`src/rtl/pipelined_addsub.sv`:
```
// Pipelined two's-complement adder/subtractor. Each stage resolves CHUNK bits of the carry chain.
// The pipeline has a valid/ready handshake, optional signed saturation, and C/V/Z/N flags.
module pipelined_addsub #(
  parameter int WIDTH = 16,
  parameter int CHUNK = 4
) (
  input  logic             clk,
  input  logic             rst,
  input  logic             in_valid,
  output logic             in_ready,
  input  logic [WIDTH-1:0] a,
  input  logic [WIDTH-1:0] b,
  input  logic             m,
  input  logic             sat,
  output logic             out_valid,
  input  logic             out_ready,
  output logic [WIDTH-1:0] s,
  output logic             carry,
  output logic             v,
  output logic             z,
  output logic             n
);

  localparam int STAGES = WIDTH / CHUNK;
  localparam int LAST   = STAGES - 1;

  // Stage k registers hold the operands for slice k, shifted so that the slice sits in
  // the low CHUNK bits. They also hold the slices resolved so far, packed from the top.
  logic [WIDTH-1:0] a_reg   [STAGES];
  logic [WIDTH-1:0] b_reg   [STAGES];
  logic [WIDTH-1:0] sum_reg [STAGES];
  logic             cy_reg  [STAGES];
  logic             sat_reg [STAGES];
  logic             vld_reg [STAGES];

  logic [WIDTH-1:0] a_next   [STAGES];
  logic [WIDTH-1:0] b_next   [STAGES];
  logic [WIDTH-1:0] sum_next [STAGES];
  logic             cy_next  [STAGES];
  logic             sat_next [STAGES];
  logic             vld_next [STAGES];

  logic [CHUNK-1:0] slice_sum [STAGES];
  logic             slice_cy  [STAGES];

  logic stall;

  assign out_valid = vld_reg[LAST];
  assign stall     = out_valid && !out_ready;
  assign in_ready  = !stall;

  for (genvar gi = 0; gi < STAGES; gi++) begin : g_stage
    assign {slice_cy[gi], slice_sum[gi]} = {1'b0, a_reg[gi][CHUNK-1:0]}
                                         + {1'b0, b_reg[gi][CHUNK-1:0]}
                                         + (CHUNK+1)'(cy_reg[gi]);

    if (gi == 0) begin : g_capture
      // Mode is folded in here as inverted B plus carry-in, so m itself need not travel.
      assign a_next[gi]   = a;
      assign b_next[gi]   = b ^ {WIDTH{m}};
      assign sum_next[gi] = '0;
      assign cy_next[gi]  = m;
      assign sat_next[gi] = sat;
      assign vld_next[gi] = in_valid;
    end else begin : g_advance
      assign a_next[gi]   = a_reg[gi-1] >> CHUNK;
      assign b_next[gi]   = b_reg[gi-1] >> CHUNK;
      assign sum_next[gi] = (sum_reg[gi-1] >> CHUNK) | (WIDTH'(slice_sum[gi-1]) << (WIDTH - CHUNK));
      assign cy_next[gi]  = slice_cy[gi-1];
      assign sat_next[gi] = sat_reg[gi-1];
      assign vld_next[gi] = vld_reg[gi-1];
    end
  end

  always_ff @(posedge clk) begin
    if (rst) begin
      for (int k = 0; k < STAGES; k++) begin
        a_reg[k]   <= '0;
        b_reg[k]   <= '0;
        sum_reg[k] <= '0;
        cy_reg[k]  <= 1'b0;
        sat_reg[k] <= 1'b0;
        vld_reg[k] <= 1'b0;
      end
    end else if (!stall) begin
      for (int k = 0; k < STAGES; k++) begin
        a_reg[k]   <= a_next[k];
        b_reg[k]   <= b_next[k];
        sum_reg[k] <= sum_next[k];
        cy_reg[k]  <= cy_next[k];
        sat_reg[k] <= sat_next[k];
        vld_reg[k] <= vld_next[k];
      end
    end
  end

  logic [WIDTH-1:0] raw_sum;
  logic [WIDTH-1:0] s_fin;
  logic             msb_cin;
  logic             v_raw;

  // The carry into the MSB is recovered from the MSB sum bit and its two operand bits.
  always_comb begin
    raw_sum = (sum_reg[LAST] >> CHUNK) | (WIDTH'(slice_sum[LAST]) << (WIDTH - CHUNK));
    msb_cin = a_reg[LAST][CHUNK-1] ^ b_reg[LAST][CHUNK-1] ^ raw_sum[WIDTH-1];
    v_raw   = msb_cin ^ slice_cy[LAST];
    s_fin   = raw_sum;
    if (sat_reg[LAST] && v_raw) begin
      s_fin = raw_sum[WIDTH-1] ? {1'b0, {(WIDTH-1){1'b1}}} : {1'b1, {(WIDTH-1){1'b0}}};
    end
  end

  assign s     = out_valid ? s_fin : '0;
  assign carry = out_valid && slice_cy[LAST];
  assign v     = out_valid && v_raw;
  assign z     = out_valid && (s_fin == '0);
  assign n     = out_valid && s_fin[WIDTH-1];

endmodule

```
`config.mk`:
```
export PLATFORM = sky130hd
export DESIGN_NAME = pipelined_addsub
export DESIGN_NICKNAME = d
export VERILOG_FILES = /design/src/rtl/pipelined_addsub.sv
export SDC_FILE = /design/constraint.sdc
export NUM_CORES = 1
export LEC_CHECK = 0
export BUFFER_PORTS_ARGS = -buffer_cell sky130_fd_sc_hd__buf_2
export CAP_MARGIN = 15
export CORE_MARGIN = 4
export CORE_UTILIZATION = 53
export CTS_CLUSTER_SIZE = 28
export DETAILED_ROUTE_END_ITERATION = 7
export GPL_TIMING_DRIVEN = 0
export PLACE_DENSITY = 0.73
export SETUP_SLACK_MARGIN = 0.05
export SYNTH_ARGS = -nofsm -noshare
export SYNTH_HDL_FRONTEND = slang
export SYNTH_SLANG_ARGS = --single-unit
```
`constraint.sdc`:
```
create_clock -name clk -period 2.7 [get_ports clk]
set_input_delay 0.27 -clock clk [delete_from_list [all_inputs] [get_ports clk]]
set_output_delay 0.27 -clock clk [all_outputs]
set_load 0.02 [all_outputs]
```
==> results.toml, run 1 <==
[die]
die_area_sq_um = 11500
die_h_microns = 107
row_count = 35
fp.coreArea_sq_um = 9420
pin_count = 60
initial_core_util_pct = 55.5
die_w_microns = 107

[critical_path]
slowest_delay_ns = 0.37
crit_family = "adder cells"
crit_start = "cy_reg[3]$_DFFE_PP_"
cp-end-kind = "primary output"
endpoint = "s[11]"
reg2reg_slack_ns = 0.60
r2r.worst_path.cells = 5
start_kind = "flip-flop"
r2r-end = "b_reg[1][6]$_SDFFCE_PN0P_"
cp_cell_sequence = "fa_2, inv_2, fa_2, nand2b_4, and2_4, a32oi_2, and2_4, buf_6, clkbuf_16, o21a_1, buf_6"
cpMaxStageDelayCell = "edfxtp_1"
crit_required_ns = 2.43
path_class = "reg -> out"
path_max_fanout = 7
timing.rr.start = "vld_reg[0][3]$_DFFE_PP_"
cp.depth = 11
arrival_ns = 2.70
critPathBufInv = 4

[status]
violations = "setup timing"
status = "finished with violations"

[final_layout]
regArea_sq_um = 3480
syn_to_final_growth_pct = 25.0
multi_input_area_sq_um = 1630
num-fill-cells = 649
drive_gt1_share_pct = 25.7
antennaDiodeCount = 0
utilization_pct = 69.3
nNetsFinal = 512

[logic_synthesis]
ys_types = 36
synth_top_cell_area_share_pct = 66.7
synthCells = 369
muxShareOfSynthArea_pct = 0
syn-cell-area_sq_um = 5220
synth-compound-area-share_pct = 4.74
synthArstFlopShare_pct = 0
yosysTopAreaCell = "edfxtp_1"
synth_top_family_by_area = "simple AND/OR/NAND/NOR gates"
synth_ff_type = "edfxtp_1"
yosys.area_share.simple_pct = 15.4
ys_seq_area_share_pct = 66.7
ys_warn_count = 0
syn_area_per_cell_sq_um = 14.2
synthAdderAreaFrac_pct = 5.94
synth_area_leaders = "edfxtp_1, and2_1, xnor2_1"
synth_edf_count = 116
syn_nets = 427
synth-xor-area-share_pct = 4.02
synth_common_cells = "edfxtp_1, and2_1, nor2_1"
yosysMostFrequentCell = "edfxtp_1"
synth_seq_cells = 116

[placement]
post-dp-hpwl_mm = 5.52
io_buffer_count = 58
place_congestion = 0.778

[clock_tree]
cts_root_buffer = "clkbuf_8"
cts.sinks = 116
clock_latency_ns = 0.51
path_clk_slew_ns = 0.06
cts_tree = "built"
cts_buffers = 17
h-tree-depth = 4
clk_path_buf_depth = 2

[global_routing]
grt_first_pass_wirelength_mm = 14.3
grt_max_degree = 76
grt_pass1_vias = 2993
grt_usage_pct = 16.5
antenna_found_initial = 0
overflow = 0

[sta]
final_max_slew_viol_count = 0
max_slew_margin_pct = 61.9
worst_slack_ns = -0.275
final_hold_viol_count = 0
fmax_ghz = 0.336
timing.hold.ws_ns = 0.0305
fin_crit_ns = 2.97
rsz0062_at_grt = "yes"
setup_viol = 18
fin_worst_skew_ns = 0.00814
tightest_slew_ns = 0.572
min_period_over_period_pct = 110

[routing]
wl_met3_microns = 474
firstDrtPassIters = 4
vias_per_cell = 4.85
wl_met1_mm = 3.54
routedWlPerCell_microns = 14.7
highest_layer = "met4"
route.vias.total = 2891
drcViolationCount = 0
wl_met2_mm = 4.59
drt_iter0_drc = 155
drt-total-wl_mm = 8.75
ant_nets = 0

[pwr]
powerDensity_nw_per_um2 = 698
irDropWorstVdd_uv = 521
p_leak_nw = 2.79

[worst_hold_path]
hp-class = "in -> reg"

[job]
maxCapViolations = 0
metrics by stage:
| step | cell area [sq um] | setup slack [ns] | TNS, ns | total power [mW] | cells |
|---|---|---|---|---|---|
| after floorplan | 5230 | 0.194 | 0 | 2.34 | 369 |
| after global placement | 5680 | 0.136 | 0 | 2.41 | 556 |
| after detailed placement | 5710 | 0.0905 | 0 | 2.43 | 557 |
| after CTS | 6470 | -0.304 | -4.46 | 4.59 | 593 |
| after global routing | 6530 | -0.361 | -5.75 | 4.72 | 596 |
| final | 6530 | -0.275 | -4.19 | 4.56 | 596 |
worst min-delay path by stage:
stage | start | endpoint | slack, ns | depth (start not counted)
finish | a[8] | a_reg[0][8]$_SDFFCE_PN0P_ | 0.03 | 2
detailed placement | b_reg[0][15]$_SDFFCE_PN0P_ | b_reg[1][11]$_SDFFCE_PN0P_ | 0.50 | 1
floorplan | a[0] | a_reg[0][0]$_SDFFCE_PN0P_ | 0.47 | 1
CTS | a[8] | a_reg[0][8]$_SDFFCE_PN0P_ | 0.008 | 2
global placement | a_reg[0][12]$_SDFFCE_PN0P_ | a_reg[1][8]$_SDFFCE_PN0P_ | 0.50 | 1
global route | a[8] | a_reg[0][8]$_SDFFCE_PN0P_ | 0.01 | 2
layer usage:
metal  vias to the layer above  track usage [%]
li1                       1443                -
met5                         -                0
met3                        15             5.40
met2                        97             28.6
met4                         0             6.21
met1                      1336             19.0
power by group:
group	internal [mW]	leakage, nW	total, mW	switching (mW)
registers	2.10	1.38	2.14	0.0377
clock network	1.39	0.274	2.15	0.764
logic	0.126	1.14	0.262	0.137
layout by cell type, fill, tap and decap left out, types with 3 or more instances in the layout:
| cell type | synthesis | final |
|---|---|---|
| a21boi_2 | 1 | 3 |
| a21o_1 | 6 | 6 |
| a21oi_1 | 8 | 7 |
| and2_1 | 91 | 89 |
| and2_4 | 1 | 3 |
| buf_2 | 1 | 42 |
| buf_4 | 2 | 5 |
| buf_6 | 2 | 22 |
| bufinv_16 | 0 | 3 |
| clkbuf_1 | 11 | 11 |
| clkbuf_16 | 0 | 17 |
| clkinv_2 | 0 | 4 |
| clkinvlp_4 | 0 | 4 |
| edfxtp_1 | 116 | 116 |
| fa_1 | 8 | 6 |
| ha_1 | 12 | 12 |
| inv_1 | 16 | 15 |
| nor2_1 | 30 | 30 |
| nor4_1 | 3 | 3 |
| o21a_1 | 13 | 13 |
| xnor2_1 | 20 | 19 |
| xor2_1 | 4 | 4 |
what timing repair did:
item,CTS,global route
hold buffers,0,0
gates cloned,1,1
setup endpoints to repair,19,19
pin swaps,9,5
resized for setup,46,4
buffers inserted,3,2
final cells by class:
| cell class | count | area share [%] |
|---|---|---|
| Buffer | 19 | 1.74 |
| Clock buffer | 17 | 6.34 |
| Clock inverter | 15 | 2.53 |
| Inverter | 16 | 0.920 |
| Multi-Input combinational cell | 218 | 25.0 |
| Sequential cell | 116 | 53.4 |
| Tap cell | 129 | 2.47 |
| Timing Repair Buffer | 66 | 7.63 |
kinds of logic (layout without fill, tap and decap cells):
group                      Yosys count  count (layout)
and+or+nand+nor                    140             140
DFF                                116             116
buffers and inverters               35             133
AOI/OAI and AO/OA                   34              34
xor gates and xnor gates            24              24
adders and majority gates           20              20
(Power assumes the default switching activity.)
==> inputs of run 2 (changes only) <==
--- a/config.mk
+++ b/config.mk
@@ -12,6 +12,7 @@
 export CTS_CLUSTER_SIZE = 28
 export DETAILED_ROUTE_END_ITERATION = 7
 export GPL_TIMING_DRIVEN = 0
+export HOLD_SLACK_MARGIN = 0.05
 export PLACE_DENSITY = 0.73
 export SETUP_SLACK_MARGIN = 0.05
 export SYNTH_ARGS = -nofsm -noshare
==> results.toml, run 2 (synthesized netlist as in run 1, its figures left out) <==
[global_routing]
antenna_found_initial = 0
grt_first_pass_wirelength_mm = 14.8
grt_usage_pct = 17.2
grt_pass1_vias = 3070
grt_max_degree = 76
overflow = 0

[placement]
post-dp-hpwl_mm = 5.52
place_congestion = 0.778
placed_cells = 557
io_buffer_count = 58
post-place-ws_ns = 0.0905

[sta]
tightest_slew_ns = 0.572
rsz0062_at_grt = "yes"
setup_viol = 18
min_period_over_period_pct = 110
max_slew_margin_pct = 61.8
fin_worst_skew_ns = 0.00746
setup-tns-final_ns = -4.18
final_hold_viol_count = 0
final_max_slew_viol_count = 0
worst_slack_ns = -0.274
fin_crit_ns = 2.97
fmax_ghz = 0.336

[critical_path]
critPathBufInv = 4
slowest_delay_ns = 0.37
path_class = "reg -> out"
crit_family = "adder cells"
crit_required_ns = 2.43
cp_cell_sequence = "fa_2, inv_2, fa_2, nand2b_4, and2_4, a32oi_2, and2_4, buf_6, clkbuf_16, o21a_1, buf_6"
arrival_ns = 2.70
cp-end-kind = "primary output"
path_max_fanout = 7
cpMaxStageDelayCell = "edfxtp_1"
start_kind = "flip-flop"

[routing]
drcViolationCount = 0
drt-total-wl_mm = 9.03
firstDrtPassIters = 5
routedWlPerCell_microns = 14.7
ant_nets = 0
route.vias.total = 2955
vias_per_cell = 4.81
drt_iter0_drc = 152

[status]
status = "finished with violations"
violations = "setup timing"

[final_layout]
final_common_cell = "edfxtp_1"
utilization_pct = 71.2
num-fill-cells = 622
layout_common_cells = "edfxtp_1, and2_1, buf_2"
nNetsFinal = 530
final_cells = 614
antennaDiodeCount = 0
drive_gt1_share_pct = 24.7
syn_to_final_growth_pct = 28.4

[clock_tree]
clock_latency_ns = 0.51
cts_tree = "built"
path_clk_slew_ns = 0.06
clk_path_buf_depth = 2
cts_buffers = 17
cts.sinks = 116
h-tree-depth = 4
cts_root_buffer = "clkbuf_8"

[pwr]
pwr-share-comb_pct = 6.2
powerDensity_nw_per_um2 = 683
pwr-share-seq_pct = 46.7
irDropWorstVdd_uv = 522
intPower_mw = 3.64
switching_share_pct = 20.6
clkPwrFrac_pct = 47.1
switching_power_mw = 0.946
p_leak_nw = 2.87

[die]
die_w_microns = 107
pin_count = 60
row_count = 35
fp.coreArea_sq_um = 9420
initial_core_util_pct = 55.5
die_h_microns = 107
die_area_sq_um = 11500

[job]
maxCapViolations = 0

[worst_hold_path]
hp-class = "in -> reg"
## run 2: changes by cell type in the layout (fill, tap and decap cells not counted)
cell and delta:
dlygate4sd3_1 +18
## run 2: path summary, 6_finish.rpt
path,startpoint,end,slack [ns],cells past startpoint
hold / removal,b[5],b_reg[0][5]$_SDFFCE_PN0P_,0.08,3
setup reg to reg,vld_reg[0][3]$_DFFE_PP_,b_reg[1][6]$_SDFFCE_PN0P_,0.60,5
hold reg to reg,b_reg[2][5]$_SDFFCE_PN0P_,b_reg[3][1]$_SDFFCE_PN0P_,0.51,1
setup / recovery,cy_reg[3]$_DFFE_PP_,s[11],-0.27,11
## run 2: layer usage
layer	track usage [%]	up-vias	wire, microns
met4	6.48	0	129
li1	-	1481	-
met2	30.0	84	4800
met3	5.46	13	416
met1	19.6	1377	3690
met5	0	-	0
## run 2: cell type report
| class | count | area (sq um) | area share, % |
|---|---|---|---|
| repair buffers | 84 | 678 | 10.1 |
| well taps | 129 | 161 | 2.41 |
| multi-input cells | 218 | 1630 | 24.3 |
| clock inverters | 15 | 165 | 2.46 |
| flip-flops and latches | 116 | 3480 | 51.9 |
| inverters | 16 | 60.1 | 0.895 |
| plain buffers | 19 | 114 | 1.70 |
| clock buffers | 17 | 414 | 6.17 |
## run 2: metrics by stage
stage / cell area (sq um) / hold slack (ns) / power, mW
floorplan: 5230 / 0.468 / 2.34
global placement: 5680 / 0.501 / 2.41
detailed placement: 5710 / 0.502 / 2.43
CTS: 6650 / 0.0563 / 4.61
global route: 6710 / 0.0742 / 4.74
finish: 6710 / 0.0788 / 4.58
## run 2: power groups by stage
stage	clock, mW	sequential (mW)	combinational (mW)
after CTS	2.18	2.14	0.282
after floorplan	0	2.16	0.175
final	2.16	2.14	0.284
after global placement	0	2.17	0.241
after detailed placement	0	2.18	0.250
after global routing	2.27	2.15	0.322
## run 2: timing repair
item	4_1_cts	5_1_grt
resized for setup	46	4
hold endpoints to repair	18	0
hold buffers	18	0
setup buffers	3	2
gates cloned	1	1
pin swaps	9	5
endpoints found under the setup margin	19	19
## run 2: worst register-to-register path, stage by stage, from the launching register on
cell and delay [ns]:
edfxtp_1 0.50, nand2b_1 0.19, and2b_1 0.32, clkbuf_1 0.40, clkbuf_1 0.36, and2_1 0.19
